**src/rtl/ex_operand_stage_pkg.sv**
```systemverilog
// Shared definitions for the ID/EX operand stage: default widths, the
// hard-wired zero register and the registered control bundle.
package ex_operand_stage_pkg;

    localparam int N_DEF     = 32;
    localparam int RAW_DEF   = 5;
    localparam int IMM_W_DEF = 16;

    // Register $0 is hard-wired to zero and never takes part in forwarding.
    localparam int REG_ZERO  = 0;

    typedef struct packed {
        logic valid;
        logic add_n;
        logic add_slt;
        logic reg_write;
        logic mem_read;
        logic mem_write;
        logic alu_src_imm;
    } ctrl_t;

    localparam ctrl_t CTRL_BUBBLE = '0;

endpackage

```
**src/rtl/ex_operand_stage_fwd_mux.sv**
```systemverilog
// Forwarding select for one source register: the EX/MEM result wins over the
// MEM/WB result, which wins over the value captured at decode.
module ex_operand_stage_fwd_mux
    import ex_operand_stage_pkg::*;
#(
    parameter int N   = N_DEF,
    parameter int RAW = RAW_DEF
) (
    input  logic [RAW-1:0] src,
    input  logic [N-1:0]   stored,
    input  logic           exmem_we,
    input  logic [RAW-1:0] exmem_dst,
    input  logic [N-1:0]   exmem_data,
    input  logic           memwb_we,
    input  logic [RAW-1:0] memwb_dst,
    input  logic [N-1:0]   memwb_data,
    output logic [N-1:0]   value
);

    logic hit_exmem;
    logic hit_memwb;

    assign hit_exmem = exmem_we && (exmem_dst != RAW'(REG_ZERO)) && (exmem_dst == src);
    assign hit_memwb = memwb_we && (memwb_dst != RAW'(REG_ZERO)) && (memwb_dst == src);

    // Priority select: younger producer first.
    always_comb begin
        value = stored;
        if (hit_exmem) begin
            value = exmem_data;
        end else if (hit_memwb) begin
            value = memwb_data;
        end
    end

endmodule

```
**src/rtl/ex_operand_stage.sv**
```systemverilog
// ID/EX pipeline register with operand forwarding and load-use bubble
// insertion, feeding the EX-stage arithmetic unit.
module ex_operand_stage
    import ex_operand_stage_pkg::*;
#(
    parameter int N     = N_DEF,
    parameter int RAW   = RAW_DEF,
    parameter int IMM_W = IMM_W_DEF
) (
    input  logic           clk,
    input  logic           rst_n,
    input  logic           stall_i,
    input  logic           flush_i,
    input  logic           id_valid_i,
    input  logic [RAW-1:0] id_rs_i,
    input  logic [RAW-1:0] id_rt_i,
    input  logic [RAW-1:0] id_dst_i,
    input  logic           id_uses_rs_i,
    input  logic           id_uses_rt_i,
    input  logic [N-1:0]   id_rs_val_i,
    input  logic [N-1:0]   id_rt_val_i,
    input  logic [IMM_W-1:0] id_imm_i,
    input  logic           id_alu_src_imm_i,
    input  logic           id_imm_zext_i,
    input  logic           id_add_n_i,
    input  logic           id_add_slt_i,
    input  logic           id_reg_write_i,
    input  logic           id_mem_read_i,
    input  logic           id_mem_write_i,
    input  logic           exmem_we_i,
    input  logic [RAW-1:0] exmem_dst_i,
    input  logic [N-1:0]   exmem_data_i,
    input  logic           memwb_we_i,
    input  logic [RAW-1:0] memwb_dst_i,
    input  logic [N-1:0]   memwb_data_i,
    output logic           load_use_stall_o,
    output logic [N-1:0]   A_o,
    output logic [N-1:0]   B_o,
    output logic           add_n_o,
    output logic           add_slt_o,
    output logic [N-1:0]   store_data_o,
    output logic [RAW-1:0] ex_dst_o,
    output logic           ex_valid_o,
    output logic           ex_reg_write_o,
    output logic           ex_mem_read_o,
    output logic           ex_mem_write_o
);

    ctrl_t          ctrl_q;
    ctrl_t          ctrl_d;
    logic [RAW-1:0] rs_q;
    logic [RAW-1:0] rt_q;
    logic [RAW-1:0] dst_q;
    logic [N-1:0]   rs_val_q;
    logic [N-1:0]   rt_val_q;
    logic [N-1:0]   imm_q;
    logic [N-1:0]   imm_ext;
    logic [N-1:0]   fwd_rs;
    logic [N-1:0]   fwd_rt;
    logic           rs_dep;
    logic           rt_dep;

    ex_operand_stage_fwd_mux #(.N(N), .RAW(RAW)) u_fwd_rs (
        .src        (rs_q),
        .stored     (rs_val_q),
        .exmem_we   (exmem_we_i),
        .exmem_dst  (exmem_dst_i),
        .exmem_data (exmem_data_i),
        .memwb_we   (memwb_we_i),
        .memwb_dst  (memwb_dst_i),
        .memwb_data (memwb_data_i),
        .value      (fwd_rs)
    );

    ex_operand_stage_fwd_mux #(.N(N), .RAW(RAW)) u_fwd_rt (
        .src        (rt_q),
        .stored     (rt_val_q),
        .exmem_we   (exmem_we_i),
        .exmem_dst  (exmem_dst_i),
        .exmem_data (exmem_data_i),
        .memwb_we   (memwb_we_i),
        .memwb_dst  (memwb_dst_i),
        .memwb_data (memwb_data_i),
        .value      (fwd_rt)
    );

    // A load in EX whose destination is read by the decode slot must be
    // separated by one bubble; a global stall already holds everything.
    assign rs_dep = id_uses_rs_i && (id_rs_i == dst_q);
    assign rt_dep = id_uses_rt_i && (id_rt_i == dst_q);
    assign load_use_stall_o = ctrl_q.valid && ctrl_q.mem_read && (dst_q != RAW'(REG_ZERO))
                              && (rs_dep || rt_dep) && id_valid_i && !stall_i;

    // Immediate is widened at capture so EX sees a ready-made operand.
    assign imm_ext = {{(N-IMM_W){id_imm_i[IMM_W-1] & ~id_imm_zext_i}}, id_imm_i};

    // Pack decode control into the stored bundle.
    always_comb begin
        ctrl_d             = CTRL_BUBBLE;
        ctrl_d.valid       = id_valid_i;
        ctrl_d.add_n       = id_add_n_i;
        ctrl_d.add_slt     = id_add_slt_i;
        ctrl_d.reg_write   = id_reg_write_i;
        ctrl_d.mem_read    = id_mem_read_i;
        ctrl_d.mem_write   = id_mem_write_i;
        ctrl_d.alu_src_imm = id_alu_src_imm_i;
    end

    // Stage register: flush > stall > load-use bubble > capture. During a
    // stall the operand values absorb any forwarded result so a producer
    // that retires while we wait is not lost.
    always_ff @(posedge clk or negedge rst_n) begin
        if (!rst_n) begin
            ctrl_q   <= CTRL_BUBBLE;
            rs_q     <= '0;
            rt_q     <= '0;
            dst_q    <= '0;
            rs_val_q <= '0;
            rt_val_q <= '0;
            imm_q    <= '0;
        end else if (flush_i || (!stall_i && load_use_stall_o)) begin
            ctrl_q   <= CTRL_BUBBLE;
            rs_q     <= '0;
            rt_q     <= '0;
            dst_q    <= '0;
            rs_val_q <= '0;
            rt_val_q <= '0;
            imm_q    <= '0;
        end else if (stall_i) begin
            rs_val_q <= fwd_rs;
            rt_val_q <= fwd_rt;
        end else begin
            ctrl_q   <= ctrl_d;
            rs_q     <= id_rs_i;
            rt_q     <= id_rt_i;
            dst_q    <= id_dst_i;
            rs_val_q <= id_rs_val_i;
            rt_val_q <= id_rt_val_i;
            imm_q    <= imm_ext;
        end
    end

    assign A_o            = fwd_rs;
    assign store_data_o   = fwd_rt;
    assign B_o            = ctrl_q.alu_src_imm ? imm_q : fwd_rt;
    assign add_n_o        = ctrl_q.add_n;
    assign add_slt_o      = ctrl_q.add_slt;
    assign ex_dst_o       = dst_q;
    assign ex_valid_o     = ctrl_q.valid;
    assign ex_reg_write_o = ctrl_q.reg_write;
    assign ex_mem_read_o  = ctrl_q.mem_read;
    assign ex_mem_write_o = ctrl_q.mem_write;

endmodule

```
**config.mk**
```make
export PLATFORM = sky130hd
export DESIGN_NAME = ex_operand_stage
export DESIGN_NICKNAME = d
export VERILOG_FILES = /design/src/rtl/ex_operand_stage_pkg.sv /design/src/rtl/ex_operand_stage_fwd_mux.sv /design/src/rtl/ex_operand_stage.sv
export SDC_FILE = /design/constraint.sdc
export NUM_CORES = 1
export LEC_CHECK = 0
export BUFFER_PORTS_ARGS = -buffer_cell sky130_fd_sc_hd__buf_2
export CELL_PAD_IN_SITES_DETAIL_PLACEMENT = 1
export CELL_PAD_IN_SITES_GLOBAL_PLACEMENT = 1
export CORE_MARGIN = 4
export CORE_UTILIZATION = 36
export CTS_CLUSTER_SIZE = 12
export DETAILED_ROUTE_END_ITERATION = 12
export PLACE_DENSITY = 0.77
export SYNTH_ARGS = -nofsm -noshare
export SYNTH_HDL_FRONTEND = slang
export SYNTH_SLANG_ARGS = --single-unit
export TNS_END_PERCENT = 50
```
**constraint.sdc**
```tcl
create_clock -name clk -period 2.25 [get_ports clk]
set_input_delay 0.1125 -clock clk [delete_from_list [all_inputs] [get_ports clk]]
set_output_delay 0.1125 -clock clk [all_outputs]
set_load 0.01 [all_outputs]
```
==> impl_summary.txt <==
----------------------------------------------------
[Outcome]
  Status ... complete, but fails checks
  Violated checks ... setup timing

[Synthesis]
  Synth cell types ... 35
  Mapped Cells ... 646
  Sequential-to-total area share from yosys stat ... 0.374
  Netlist area before placement ... 0.00690 sq mm
  Synthesized net count ... 831
  Synth Register Bits ... 103
  Number of warnings issued by yosys ... 0
  Average footprint of a synthesized cell ... 10.7 sq um

[Timing]
  Number of failing hold endpoints at the final stage ... 0
  Unrepaired setup endpoints after global routing ... true
  Final setup violating endpoints ... 105
  Max Slew Vio Count ... 0
  Setup ws final ... -0.516 ns
  Hold_ws ... 0.00574 ns
  Ratio of final minimum period to clock period ... 1.23
  Achievable clock frequency ... 0.362 GHz
  Slew at the pin with the worst max-slew slack ... 0.848 ns
  Slew margin rel. ... 0.435
  Time the worst path needs with I/O delays and setup ... 2.77 ns
  Fin Clk Skew ... 0.0157 ns

[Min path]
  Class of the tightest hold or removal check ... in2reg
  Hold Startpoint ... id_rs_val_i[30]

[Place]
  Final weighted congestion of routability-driven global placement ... 0.923
  IO buf count ... 292
  Placed Cells ... 1171
  Detail Placement HPWL ... 22900 um
  Dpl ws ... -0.132 ns

[Pwr]
  Clock network fraction of design power ... 0.295
  Cell-internal power ... 3.95 mW
  Pwr Density ... 520 mW/mm^2
  Peak supply drop ... 0.000393 V
  Total power after layout ... 6.15 mW
  Sequential group share of total power ... 0.334
  Part of the power in combinational logic ... 0.371
  Switching power summed over all nets ... 2.21 mW
  Lkg Pwr ... 5.10 nW
  Sw frac ... 0.359

[Global route]
  Global-route congestion overflow total ... 0
  Global-route usage over all layers ... 0.343
  Initial antenna violation count ... 5
  Via count of the first global-routing pass ... 8954
  Met2 layer usage reported by global route ... 0.594
  Wire length of the first global-routing pass ... 56900 um
  GR Util met3 ... 0.0686
  Largest net degree at the start of global routing ... 60
  GR Layer Usage met1 ... 0.405
  Most used routing layer in global routing ... met2

[CTS]
  Depth of the CTS H-tree ... 3
  Maximum number of buffers from clock root to sink ... 2
  Clock Pin Slew Worst Setup and Hold Paths ... 0.09 ns
  Source-to-sink clock delay at the later pin of the worst-skew pair ... 0.38 ns
  Clock buffer count from CTS ... 9
  CTS tree ... done
  Root buf cell ... clkbuf_16
  Number of clock sinks seen by CTS ... 103

[Drt]
  Routed via count ... 8253
  DRT Pass-1 Iters ... 5
  Total DRC errors in the routed layout ... 0
  Final routed wirelength across all metal layers ... 38500 um
  Average wire per standard cell ... 29.2 um
  Routed via count divided by cell count ... 6.27
  Iteration-0 DRC count of the detailed router ... 616
  Post-route antenna net violation count ... 0

[Critical path]
  Origin of the critical flop-to-flop path ... rt_q[2]
  Critical-path maximum fanout ... 8
  CP startpoint ... rt_q[2]
  Depth of the worst register-to-register path ... 12
  Crit start category ... flop
  Endpoint of the most critical register-to-register path ... rt_val_q[22]
  Arrival time of data at the critical path endpoint ... 2.65 ns
  Nature of the critical path endpoint ... output pin
  Last element of the critical path ... B_o[23]
  Data required time of the critical path ... 2.14 ns
  Register-to-register setup slack ... -0.24 ns
  Startpoint-to-endpoint class of the critical path ... reg2out

[Finish]
  Post-Layout Cell Count ... 1317
  Share of cells above drive strength 1 ... 0.552
  Number of nets in the layout ... 1257
  Fraction of the core area covered by cells at the end of the flow ... 0.631
  Relative area change from synthesis to final layout ... 71.6%

[Floorplanning]
  Top-level port count ... 293
  Die H ... 146 um
  Initial cell density of the core ... 0.367
  Die W ... 146 um
  Floorplan row count ... 50
  Core Region ... 0.0188 sq mm
  Die outline area ... 0.0214 sq mm

[Flow run]
  Max-cap violations ... 0

----------------------------------------------------
## through the flow
stage	area, sq um	TNS, ns
2_1_floorplan	6900	0
3_3_place_gp	9260	-0.370
3_5_place_dp	9260	-2.00
4_1_cts	11400	-20.64
5_1_grt	11800	-34.72
6_report	11800	-29.01
## critical path, stage by stage (launching register included)
cell and delay, ns:
dfrtp_1 0.38, buf_4 0.15, xnor2_2 0.16, nand4_1 0.24
buf_12 0.22, or2_4 0.31, buf_6 0.15, buf_12 0.15
a31oi_4 0.19, mux2_4 0.19, buf_6 0.10
## power groups by stage
stage	Clock, mW	Combinational (mW)	Sequential (mW)
2_1_floorplan	0	0.829	2.05
3_3_place_gp	0	1.66	2.05
3_5_place_dp	0	1.70	2.06
4_1_cts	1.82	2.07	2.04
5_1_grt	1.90	2.39	2.06
6_report	1.82	2.28	2.05
## synth_stat cells, drive strengths merged
library cell | instances | area [sq um]
o2bb2ai | 1 | 8.76
a22o | 101 | 885
a32o | 1 | 10.0
nand3 | 1 | 5.00
inv | 1 | 3.75
or4 | 2 | 22.5
and3 | 1 | 6.26
a31oi | 64 | 851
nor2 | 4 | 15.0
buf | 29 | 201
nand2 | 4 | 15.0
o211ai | 2 | 25.0
a311oi | 1 | 8.76
nor3 | 67 | 335
or2 | 4 | 25.0
xor2 | 10 | 87.6
o22ai | 1 | 6.26
mux2 | 32 | 360
clkbuf | 59 | 221
or3 | 2 | 12.5
nor3b | 1 | 7.51
dfrtp | 103 | 2580
nand4 | 68 | 425
o31ai | 64 | 576
xnor2 | 20 | 175
o21ai | 1 | 16.3
o21a | 1 | 7.51
nor2b | 1 | 6.26
## cells in the final DEF (no fill, tap or decap), types with 6 or more instances in the layout
cell type	instances
buf_2	250
dfrtp_1	102
a22o_1	101
dlygate4sd3_1	92
buf_4	70
nand4_1	68
buf_6	64
nor3_1	47
a31oi_4	32
o31ai_2	31
a31oi_1	30
buf_12	26
o31ai_4	24
mux2_2	19
nor3_2	16
xnor2_1	13
mux2_4	13
o31ai_1	9
clkbuf_16	9
xor2_1	7
xnor2_2	7
diode_2	6
## registers in the layout (all words and copies together), names as in the netlist
name / cells
ex_reg_write_o: 1
ctrl_q: 1
rs_q: 5
ex_valid_o: 1
add_n_o: 1
ex_mem_read_o: 1
rs_val_q: 32
ex_dst_o: 5
add_slt_o: 1
rt_val_q: 32
ex_mem_write_o: 1
imm_q: 17
rt_q: 5
## cell families after synthesis
kind of cell / count (synthesis) / share of synthesized area
buf+inv: 89 / 0.0619
flops: 103 / 0.374
mux: 32 / 0.0523
simple gates: 155 / 0.127
compound gates: 237 / 0.347
xor+xnor: 30 / 0.0381
## repair_timing
action | CTS | global route
hold endpoints to repair | 122 | 0
hold buffers | 92 | 0
endpoints found under the setup margin | 112 | 112
pin swaps | 36 | 21
setup buffers | 11 | 21
cloned | 2 | 0
resized for setup | 142 | 51
## layout make-up
cell class | instances | area, sq um
fillers | 1952 | 6930
multi-input cells | 454 | 4640
repair buffers | 503 | 3970
flip-flops and latches | 103 | 2580
well taps | 234 | 293
clock buffers | 9 | 225
clock inverters | 7 | 110
diodes | 6 | 15.0
inverters | 1 | 3.75
## routing by layer
| metal | vias to the layer above | routed length (um) |
|---|---|---|
| li1 | 3464 | - |
| met1 | 4133 | 14400 |
| met2 | 505 | 19600 |
| met3 | 151 | 2320 |
| met4 | 0 | 2220 |
| met5 | - | 0 |
## worst min path at each step
stage,endpoint,slack (ns),cells after the start
6_report,rs_val_q[30],0.006,2
5_1_grt,imm_q[8],0.007,2
4_1_cts,rt_q[1],0.0004,2
3_5_place_dp,rt_val_q[24],0.1,1
3_3_place_gp,rs_val_q[3],0.1,1
2_1_floorplan,add_n_o,-0.18,0
Power figures use the tool's default switching activity.
